## src/rtl/axi_lsu_v2.sv

```systemverilog
// Single-beat AXI4 load/store unit: one request at a time, aligned accesses only,
// load data extracted from its byte lane and sign/zero extended, store data lane-shifted.
module axi_lsu_v2 #(
  parameter int         DATA_W = 32,
  parameter logic [3:0] AXI_ID = 4'h1
) (
  input  logic                  i_clock,
  input  logic                  i_reset,
  // Request side
  input  logic                  i_valid,
  output logic                  o_ready,
  input  logic                  i_ren,
  input  logic                  i_wen,
  input  logic [31:0]           i_addr,
  input  logic [DATA_W-1:0]     i_wdata,
  input  logic [1:0]            i_size,
  input  logic                  i_unsigned,
  input  logic [4:0]            i_rd,
  // Response side
  output logic                  o_valid,
  input  logic                  i_ready,
  output logic [DATA_W-1:0]     o_rdata,
  output logic [4:0]            o_rd,
  output logic                  o_fault,
  output logic                  o_misalign,
  // AXI4 AR
  output logic [31:0]           o_axi_araddr,
  output logic                  o_axi_arvalid,
  input  logic                  i_axi_arready,
  output logic [3:0]            o_axi_arid,
  output logic [7:0]            o_axi_arlen,
  output logic [2:0]            o_axi_arsize,
  output logic [1:0]            o_axi_arburst,
  // AXI4 R
  input  logic [DATA_W-1:0]     i_axi_rdata,
  input  logic                  i_axi_rvalid,
  input  logic [1:0]            i_axi_rresp,
  input  logic                  i_axi_rlast,
  input  logic [3:0]            i_axi_rid,
  output logic                  o_axi_rready,
  // AXI4 AW/W/B
  output logic [31:0]           o_axi_awaddr,
  output logic                  o_axi_awvalid,
  input  logic                  i_axi_awready,
  output logic [3:0]            o_axi_awid,
  output logic [7:0]            o_axi_awlen,
  output logic [2:0]            o_axi_awsize,
  output logic [1:0]            o_axi_awburst,
  output logic [DATA_W-1:0]     o_axi_wdata,
  output logic [DATA_W/8-1:0]   o_axi_wstrb,
  output logic                  o_axi_wvalid,
  input  logic                  i_axi_wready,
  output logic                  o_axi_wlast,
  input  logic                  i_axi_bvalid,
  input  logic [1:0]            i_axi_bresp,
  input  logic [3:0]            i_axi_bid,
  output logic                  o_axi_bready,
  // Debug: current FSM state
  output logic [2:0]            o_dbg_state
);

  localparam int         STRB_W   = DATA_W / 8;
  localparam int         OFF_W    = (DATA_W == 64) ? 3 : 2;
  localparam logic [1:0] MAX_SIZE = 2'(OFF_W);

  typedef enum logic [2:0] {IDLE, AR, R, AW_W, B, OUT} state_t;

  state_t              state_q, state_d;
  logic [31:0]         addr_q, addr_d;
  logic [DATA_W-1:0]   wdata_q, wdata_d;
  logic [1:0]          size_q, size_d;
  logic                uns_q, uns_d;
  logic [4:0]          rd_q, rd_d;
  logic [DATA_W-1:0]   rdata_q, rdata_d;
  logic                fault_q, fault_d;
  logic                misalign_q, misalign_d;
  logic                aw_done_q, aw_done_d;
  logic                w_done_q, w_done_d;

  logic [OFF_W-1:0]    off;
  logic [2:0]          align_mask;
  logic                req_bad;
  logic [DATA_W-1:0]   shifted, ext_mask, load_ext;
  logic                sign_bit;
  logic [STRB_W-1:0]   strb_base;

  assign off = addr_q[OFF_W-1:0];

  // Lane extraction and extension of the returned read beat.
  always_comb begin
    shifted  = i_axi_rdata >> {off, 3'b000};
    ext_mask = '1;
    sign_bit = shifted[DATA_W-1];
    case (size_q)
      2'd0: begin ext_mask = DATA_W'(8'hFF);         sign_bit = shifted[7];  end
      2'd1: begin ext_mask = DATA_W'(16'hFFFF);      sign_bit = shifted[15]; end
      2'd2: begin ext_mask = DATA_W'(32'hFFFF_FFFF); sign_bit = shifted[31]; end
      default: begin ext_mask = '1;                  sign_bit = shifted[DATA_W-1]; end
    endcase
    load_ext = (shifted & ext_mask) | ((sign_bit && !uns_q) ? ~ext_mask : '0);
  end

  always_comb begin
    align_mask = 3'b000;
    strb_base  = '1;
    case (i_size)
      2'd0: align_mask = 3'b000;
      2'd1: align_mask = 3'b001;
      2'd2: align_mask = 3'b011;
      default: align_mask = 3'b111;
    endcase
    case (size_q)
      2'd0: strb_base = STRB_W'(1);
      2'd1: strb_base = STRB_W'(3);
      2'd2: strb_base = STRB_W'(15);
      default: strb_base = '1;
    endcase
    req_bad = (i_size > MAX_SIZE) || ((i_addr[2:0] & align_mask) != 3'b000);
  end

  // Handshakes: a transfer happens on any rising edge where valid && ready; the
  // sender holds valid and its payload stable until then.
  always_comb begin
    state_d    = state_q;
    addr_d     = addr_q;
    wdata_d    = wdata_q;
    size_d     = size_q;
    uns_d      = uns_q;
    rd_d       = rd_q;
    rdata_d    = rdata_q;
    fault_d    = fault_q;
    misalign_d = misalign_q;
    aw_done_d  = aw_done_q;
    w_done_d   = w_done_q;
    case (state_q)
      IDLE: begin
        if (i_valid) begin
          addr_d     = i_addr;
          wdata_d    = i_wdata;
          size_d     = i_size;
          uns_d      = i_unsigned;
          rd_d       = i_rd;
          rdata_d    = '0;
          fault_d    = 1'b0;
          misalign_d = (i_ren || i_wen) && req_bad;
          aw_done_d  = 1'b0;
          w_done_d   = 1'b0;
          if (!(i_ren || i_wen) || req_bad) state_d = OUT;
          else if (i_wen)                   state_d = AW_W;
          else                              state_d = AR;
        end
      end
      AR: if (i_axi_arready) state_d = R;
      R: begin
        if (i_axi_rvalid) begin
          rdata_d = load_ext;
          fault_d = i_axi_rresp[1];
          state_d = OUT;
        end
      end
      AW_W: begin
        // Both channels may complete in the same cycle; the done_d terms cover that.
        aw_done_d = aw_done_q || i_axi_awready;
        w_done_d  = w_done_q || i_axi_wready;
        if (aw_done_d && w_done_d) state_d = B;
      end
      B: begin
        if (i_axi_bvalid) begin
          fault_d = i_axi_bresp[1];
          state_d = OUT;
        end
      end
      OUT: if (i_ready) state_d = IDLE;
      default: state_d = IDLE;
    endcase
  end

  always_ff @(posedge i_clock) begin
    if (i_reset) begin
      state_q    <= IDLE;
      addr_q     <= '0;
      wdata_q    <= '0;
      size_q     <= '0;
      uns_q      <= 1'b0;
      rd_q       <= '0;
      rdata_q    <= '0;
      fault_q    <= 1'b0;
      misalign_q <= 1'b0;
      aw_done_q  <= 1'b0;
      w_done_q   <= 1'b0;
    end else begin
      state_q    <= state_d;
      addr_q     <= addr_d;
      wdata_q    <= wdata_d;
      size_q     <= size_d;
      uns_q      <= uns_d;
      rd_q       <= rd_d;
      rdata_q    <= rdata_d;
      fault_q    <= fault_d;
      misalign_q <= misalign_d;
      aw_done_q  <= aw_done_d;
      w_done_q   <= w_done_d;
    end
  end

  assign o_ready       = (state_q == IDLE);
  assign o_valid       = (state_q == OUT);
  assign o_rdata       = rdata_q;
  assign o_rd          = rd_q;
  assign o_fault       = fault_q;
  assign o_misalign    = misalign_q;

  assign o_axi_araddr  = addr_q;
  assign o_axi_arvalid = (state_q == AR);
  assign o_axi_arid    = AXI_ID;
  assign o_axi_arlen   = 8'd0;
  assign o_axi_arsize  = {1'b0, size_q};
  assign o_axi_arburst = 2'b01;
  assign o_axi_rready  = (state_q == R);

  assign o_axi_awaddr  = addr_q;
  assign o_axi_awvalid = (state_q == AW_W) && !aw_done_q;
  assign o_axi_awid    = AXI_ID;
  assign o_axi_awlen   = 8'd0;
  assign o_axi_awsize  = {1'b0, size_q};
  assign o_axi_awburst = 2'b01;
  assign o_axi_wdata   = wdata_q << {off, 3'b000};
  assign o_axi_wstrb   = strb_base << off;
  assign o_axi_wvalid  = (state_q == AW_W) && !w_done_q;
  assign o_axi_wlast   = 1'b1;
  assign o_axi_bready  = (state_q == B);

  assign o_dbg_state   = state_q;

  logic unused_ok;
  assign unused_ok = &{1'b0, i_axi_rlast, i_axi_rid, i_axi_bid, i_axi_rresp[0], i_axi_bresp[0]};

endmodule

```

## config.mk

```make
export PLATFORM = sky130hd
export DESIGN_NAME = axi_lsu_v2
export DESIGN_NICKNAME = d
export VERILOG_FILES = /design/src/rtl/axi_lsu_v2.sv
export SDC_FILE = /design/constraint.sdc
export NUM_CORES = 1
export LEC_CHECK = 0
export ABC_AREA = 1
export BUFFER_PORTS_ARGS = -buffer_cell sky130_fd_sc_hd__buf_4
export CORE_UTILIZATION = 33
export CTS_CLUSTER_SIZE = 20
export DETAILED_ROUTE_END_ITERATION = 8
export PLACE_DENSITY = 0.69
export SLEW_MARGIN = 15
export SYNTH_ARGS = -nofsm -noshare
export SYNTH_HDL_FRONTEND = slang
export SYNTH_SLANG_ARGS = --single-unit
```

## constraint.sdc

```tcl
create_clock -name i_clock -period 2.3 [get_ports i_clock]
set_input_delay 0.46 -clock i_clock [delete_from_list [all_inputs] [get_ports i_clock]]
set_output_delay 0.46 -clock i_clock [all_outputs]
set_load 0.02 [all_outputs]
```

## Word level (Yosys, flattened, before mapping)

Index checks and enable logic that the tools add are counted.

| storage, ports and cells | value |
|---|---|
| register bits | 111 |
| input port bits | 128 |

| operators by class | value |
|---|---|
| magnitude comparators | 1 |
| equality and inequality tests | 14 |
| shift operators | 3 |
| multiplexer cells | 23 |
| bitwise operators | 4 |
| reductions and logical operators | 26 |

Operators with widths:

| kind | count |
|---|---|
| 32-bit one-hot mux with 2 select lines | 2 |
| 32-bit two-way mux | 3 |
| 32-bit AND | 1 |
| 32-bit NOT | 1 |
| 32-bit OR | 1 |
| 32-bit by 5-bit left shift with 32-bit output | 1 |
| 32-bit by 5-bit >> shifter with 32-bit output | 1 |
| 3-bit two-way mux | 7 |
| 3-bit one-hot mux with 6 select lines | 1 |
| 3-bit one-hot mux with 3 select lines | 1 |
| 2-bit != test (second input constant) | 4 |
| 4-bit one-hot mux with 2 select lines | 1 |
| 3-bit by 2-bit == test with 1-bit output (second input constant) | 2 |
| 3-bit == test (second input constant) | 2 |
| 1-bit one-hot mux with 2 select lines | 3 |
| 6-bit AND reduction | 1 |
| 3-bit nonzero test | 2 |
| 1-bit logical AND | 5 |
| 1-bit logical OR | 5 |
| 2-bit by 1-bit == test with 1-bit output (second input constant) | 2 |
| 1-bit zero test | 4 |
| 2-bit zero test | 2 |
| 2-bit by 1-bit != test with 1-bit output (second input constant) | 2 |
| 2-bit AND reduction | 2 |
| 12 further kinds | 15 |

## Logic depth before layout (Yosys ltp)

| logic depth | value |
|---|---|
| depth in word-level cells | 9 |
| mapped depth | 11 |

## Worst setup path after synthesis

No wires, ideal clock.

| timing path | value |
|---|---|
| kind | flip-flop to output port |
| from | register addr_q[0] (netlist: o_axi_araddr[0]) |
| to | output port o_axi_wstrb[2] |
| arrival | 1.628 ns |
| data required time | 1.840 ns |
| slack | 0.212 ns |
| stages on the path, launching flop included | 6 |
| buffers on the path | 3 |
| cell sequence | dfxtp_1 -> buf_6 -> buf_2 -> clkbuf_1 -> a21oi_1 -> o21ai_0 |

| between the ends | value |
|---|---|
| cells in the longest elaborated chain, start to end | 1 |

RTL lines:

| item | RTL line | source |
|---|---|---|
| start, declared | 69 | `logic [31:0] addr_q, addr_d;` |
| start signal, assigned | 193 | `addr_q <= addr_d;` |
| 4-bit by 2-bit left shift with 4-bit output | 228 | `assign o_axi_wstrb = strb_base << off;` |
| end, declared | 50 | `output logic [DATA_W/8-1:0] o_axi_wstrb,` |

No other way between the ends.

## Final worst setup path

| timing path | value |
|---|---|
| from | register addr_q[0] (netlist: o_axi_araddr[0]) |
| to | output port o_axi_wdata[22] |

| between the ends | value |
|---|---|
| cells in the longest elaborated chain, start to end | 1 |

RTL lines:

| item | RTL line | source |
|---|---|---|
| 32-bit by 5-bit left shift with 32-bit output | 227 | `assign o_axi_wdata = wdata_q << {off, 3'b000};` |
| end, declared | 49 | `output logic [DATA_W-1:0] o_axi_wdata,` |

No other way between the ends.

==> flow_metrics.env <==
export IMPL_status="finished clean"
export IMPL_core_region_area_um2=17500
export IMPL_finalSetupViolCount=0
export IMPL_htree_num_levels=3
export IMPL_holdBufCountCts=0
export IMPL_worstSkewPairLatency_ns=0.36
export IMPL_clk_pin_slew_worst_paths_ns=0.08
export IMPL_synth_seq_cells=111
export IMPL_synthTopCellsByArea="dfxtp_1 37%, nand2_1 14%, a21oi_1 10%"
export IMPL_synth_most_common_cell="nand2_1"
export IMPL_power_density_nw_per_um2=1190
export IMPL_pin_count=312
export IMPL_synth_edf_count=0
export IMPL_numPortBuffers=269
export IMPL_gp_congestion=0.897
export IMPL_die_y_um=136
export IMPL_synth_common_cells="220 x nand2_1, 121 x a21oi_1, 111 x dfxtp_1"
export IMPL_drc=0
export IMPL_hold_viol=0
export IMPL_critPathMaxFanout=24
export IMPL_ys_seq_area_share_pct=37.4
export IMPL_dieArea_um2=18600
export IMPL_area_delta_synth_final_pct=34.8
export IMPL_r2r_start="o_dbg_state[0]"
export IMPL_crit_path_end_kind="output port"
export IMPL_yosysWarnings=0
export IMPL_cts_tree="built"
export IMPL_fin_crit_sh_pct=93.3
export IMPL_synth_area_um2=5950
export IMPL_antenna_found_initial=0
export IMPL_fin_nets=1166
export IMPL_floorplan_initialDensity_pct=34.0
export IMPL_hold_class="primary input to flop"
export IMPL_max_freq_ghz=0.466
export IMPL_vias=6002
export IMPL_root_buffer="clkbuf_16"
export IMPL_final_cell_area_um2=8020
export IMPL_post_cts_buffers=0
export IMPL_synth_main_ff_cell="dfxtp_1"
export IMPL_dp_slack_ns=0.362
export IMPL_synth_top_area_cell="dfxtp_1"
export IMPL_cp_slowest_cell="dfxtp_2"
export IMPL_ir_worst_vdd_mv=0.556
export IMPL_grt_ovfl_total=0
export IMPL_fill_cells=1823
export IMPL_path_cells="inv_4 > nand2_1 > o22ai_1 > buf_4"
export IMPL_grt_pass1_wl_um=28200
export IMPL_maxSlewViolCount=0
export IMPL_final_antenna_net_count=0
export IMPL_async_reset_ff_share_pct=0
export IMPL_power_leakage_uw=0.00363
export IMPL_diodes=0
export IMPL_max_cap_violations=0
export IMPL_globalRouteTotalUtil_pct=19.8
export IMPL_wire_per_inst_um=14.7
export IMPL_vias_per_cell=4.73
export IMPL_critPathLaunchType="flop"
export IMPL_routed_wl_um=18700
export IMPL_syn_inst=836
export IMPL_tns_ns=0
export IMPL_fin_ws_ns=0.154
export IMPL_synth_avg_cell_area_um2=7.12
export IMPL_min_period_ns=2.15
export IMPL_required_ns=1.84
export IMPL_dr_pass1_iters=4
export IMPL_crit_type="flop to output port"
export IMPL_finalPower_uw=9580
export IMPL_cp_startpoint="o_axi_araddr[0]"
export IMPL_die_x_um=136
export IMPL_placementRows=48
export IMPL_drt_initial_drc_count=352
export IMPL_min_delay_start="i_wdata[29]"
export IMPL_cts_buffers=9
export IMPL_synth_cell_types=29
export IMPL_grt_max_degree=75
export IMPL_rrSetupSlack_ns=0.51
export IMPL_dpl_hpwl_um=14000
export IMPL_place_area_um2=7710
export IMPL_clockBufferDepth=2
export IMPL_grt_pass1_vias=5232
export IMPL_rsz0062_at_grt="false"
export IMPL_clock_sinks=111
export IMPL_cp_data_arrival_time_ns=1.69
export IMPL_synth_top_area_share_pct=37.4
export IMPL_slowest_delay_ns=0.35
export IMPL_drive_above_1_share_pct=33.8
export IMPL_finClkSkew_ns=0.00785
-- final cells by class --
class | instances | area (um^2) | share of cell area, %
well taps | 225 | 282 | 3.51
inverters | 55 | 215 | 2.68
clock inverters | 7 | 78.8 | 0.983
flip-flops and latches | 111 | 2230 | 27.8
multi-input cells | 578 | 2820 | 35.1
repair buffers | 283 | 2170 | 27.1
clock buffers | 9 | 225 | 2.81
-- state kept, by name (all words and copies together) (netlist names) --
register	cells
o_rd	5
aw_done_q	1
o_misalign	1
w_done_q	1
size_q	2
o_dbg_state	3
o_axi_araddr	32
o_rdata	32
wdata_q	32
uns_q	1
o_fault	1
-- cell usage in the layout, fill, tap and decap left out, types with 2 or more instances in the layout --
cell type   count
buf_4         279
nand2_1       220
a21oi_1       121
dfxtp_1       109
nor2_1         51
o21ai_0        46
inv_1          45
nand3_1        42
conb_1         31
a211oi_2       28
o211ai_1       14
clkbuf_16       9
inv_2           7
o22ai_1         7
nand2_2         6
buf_12          4
nor2_4          2
nor2_2          2
nand2_4         2
clkinv_2        2
inv_6           2
clkinvlp_4      2
-- power breakdown --
group | total (uW) | internal, uW | switching (uW)
Combinational | 5270 | 1920 | 3350
Sequential | 2680 | 2340 | 338
Clock | 1630 | 860 | 773
-- path summary, 6_finish.rpt --
check / cells past startpoint / endpoint
worst max-delay path: 4 / o_axi_wdata[22]
worst min-delay path: 3 / wdata_q[29]
worst max register to register: 8 / o_rdata[25]
worst min register to register: 2 / o_rd[2]
-- per-layer routing --
layer	global-route usage [%]	wire, um	up-vias	share of wire (%)
met5	0	0	-	0
met4	6.11	340	0	1.8
met3	5.03	1340	17	7.2
met2	32.7	9120	231	49
met1	25.1	7900	2708	42
li1	-	-	3046	-
-- per-stage QoR --
stage | hold WS [ns] | util (%) | std cells
floorplan | 0.443 | - | 865
finish | 0.352 | 45.9 | 1268
CTS | 0.340 | 45.9 | 1268
global placement | 0.451 | 44.1 | 1252
detailed placement | 0.458 | 44.1 | 1252
global route | 0.341 | 45.9 | 1268
-- logic make-up (layout without fill, tap and decap cells) --
kind of cell / Yosys count / after routing / synth area share, %
buffers and inverters: 176 / 354 / 17.1
AOI/OAI and AO/OA: 217 / 217 / 22.6
DFF: 111 / 111 / 37.4
other: 2 / 31 / 0.126
and+or+nand+nor: 330 / 330 / 22.8
-- critical path: cells and delay by family, from the launching register on --
kind	cells	cell delay [ns]
buffers and inverters	2	0.39
DFF	1	0.35
and+or+nand+nor	1	0.30
AOI/OAI and AO/OA	1	0.29
-- repair_timing --
action | in CTS | in global routing
gates resized for setup | 1 | 1
endpoints found under the setup margin | 1 | 1
pin swaps | 0 | 0
No activity file was read; power rests on OpenSTA's default activity.
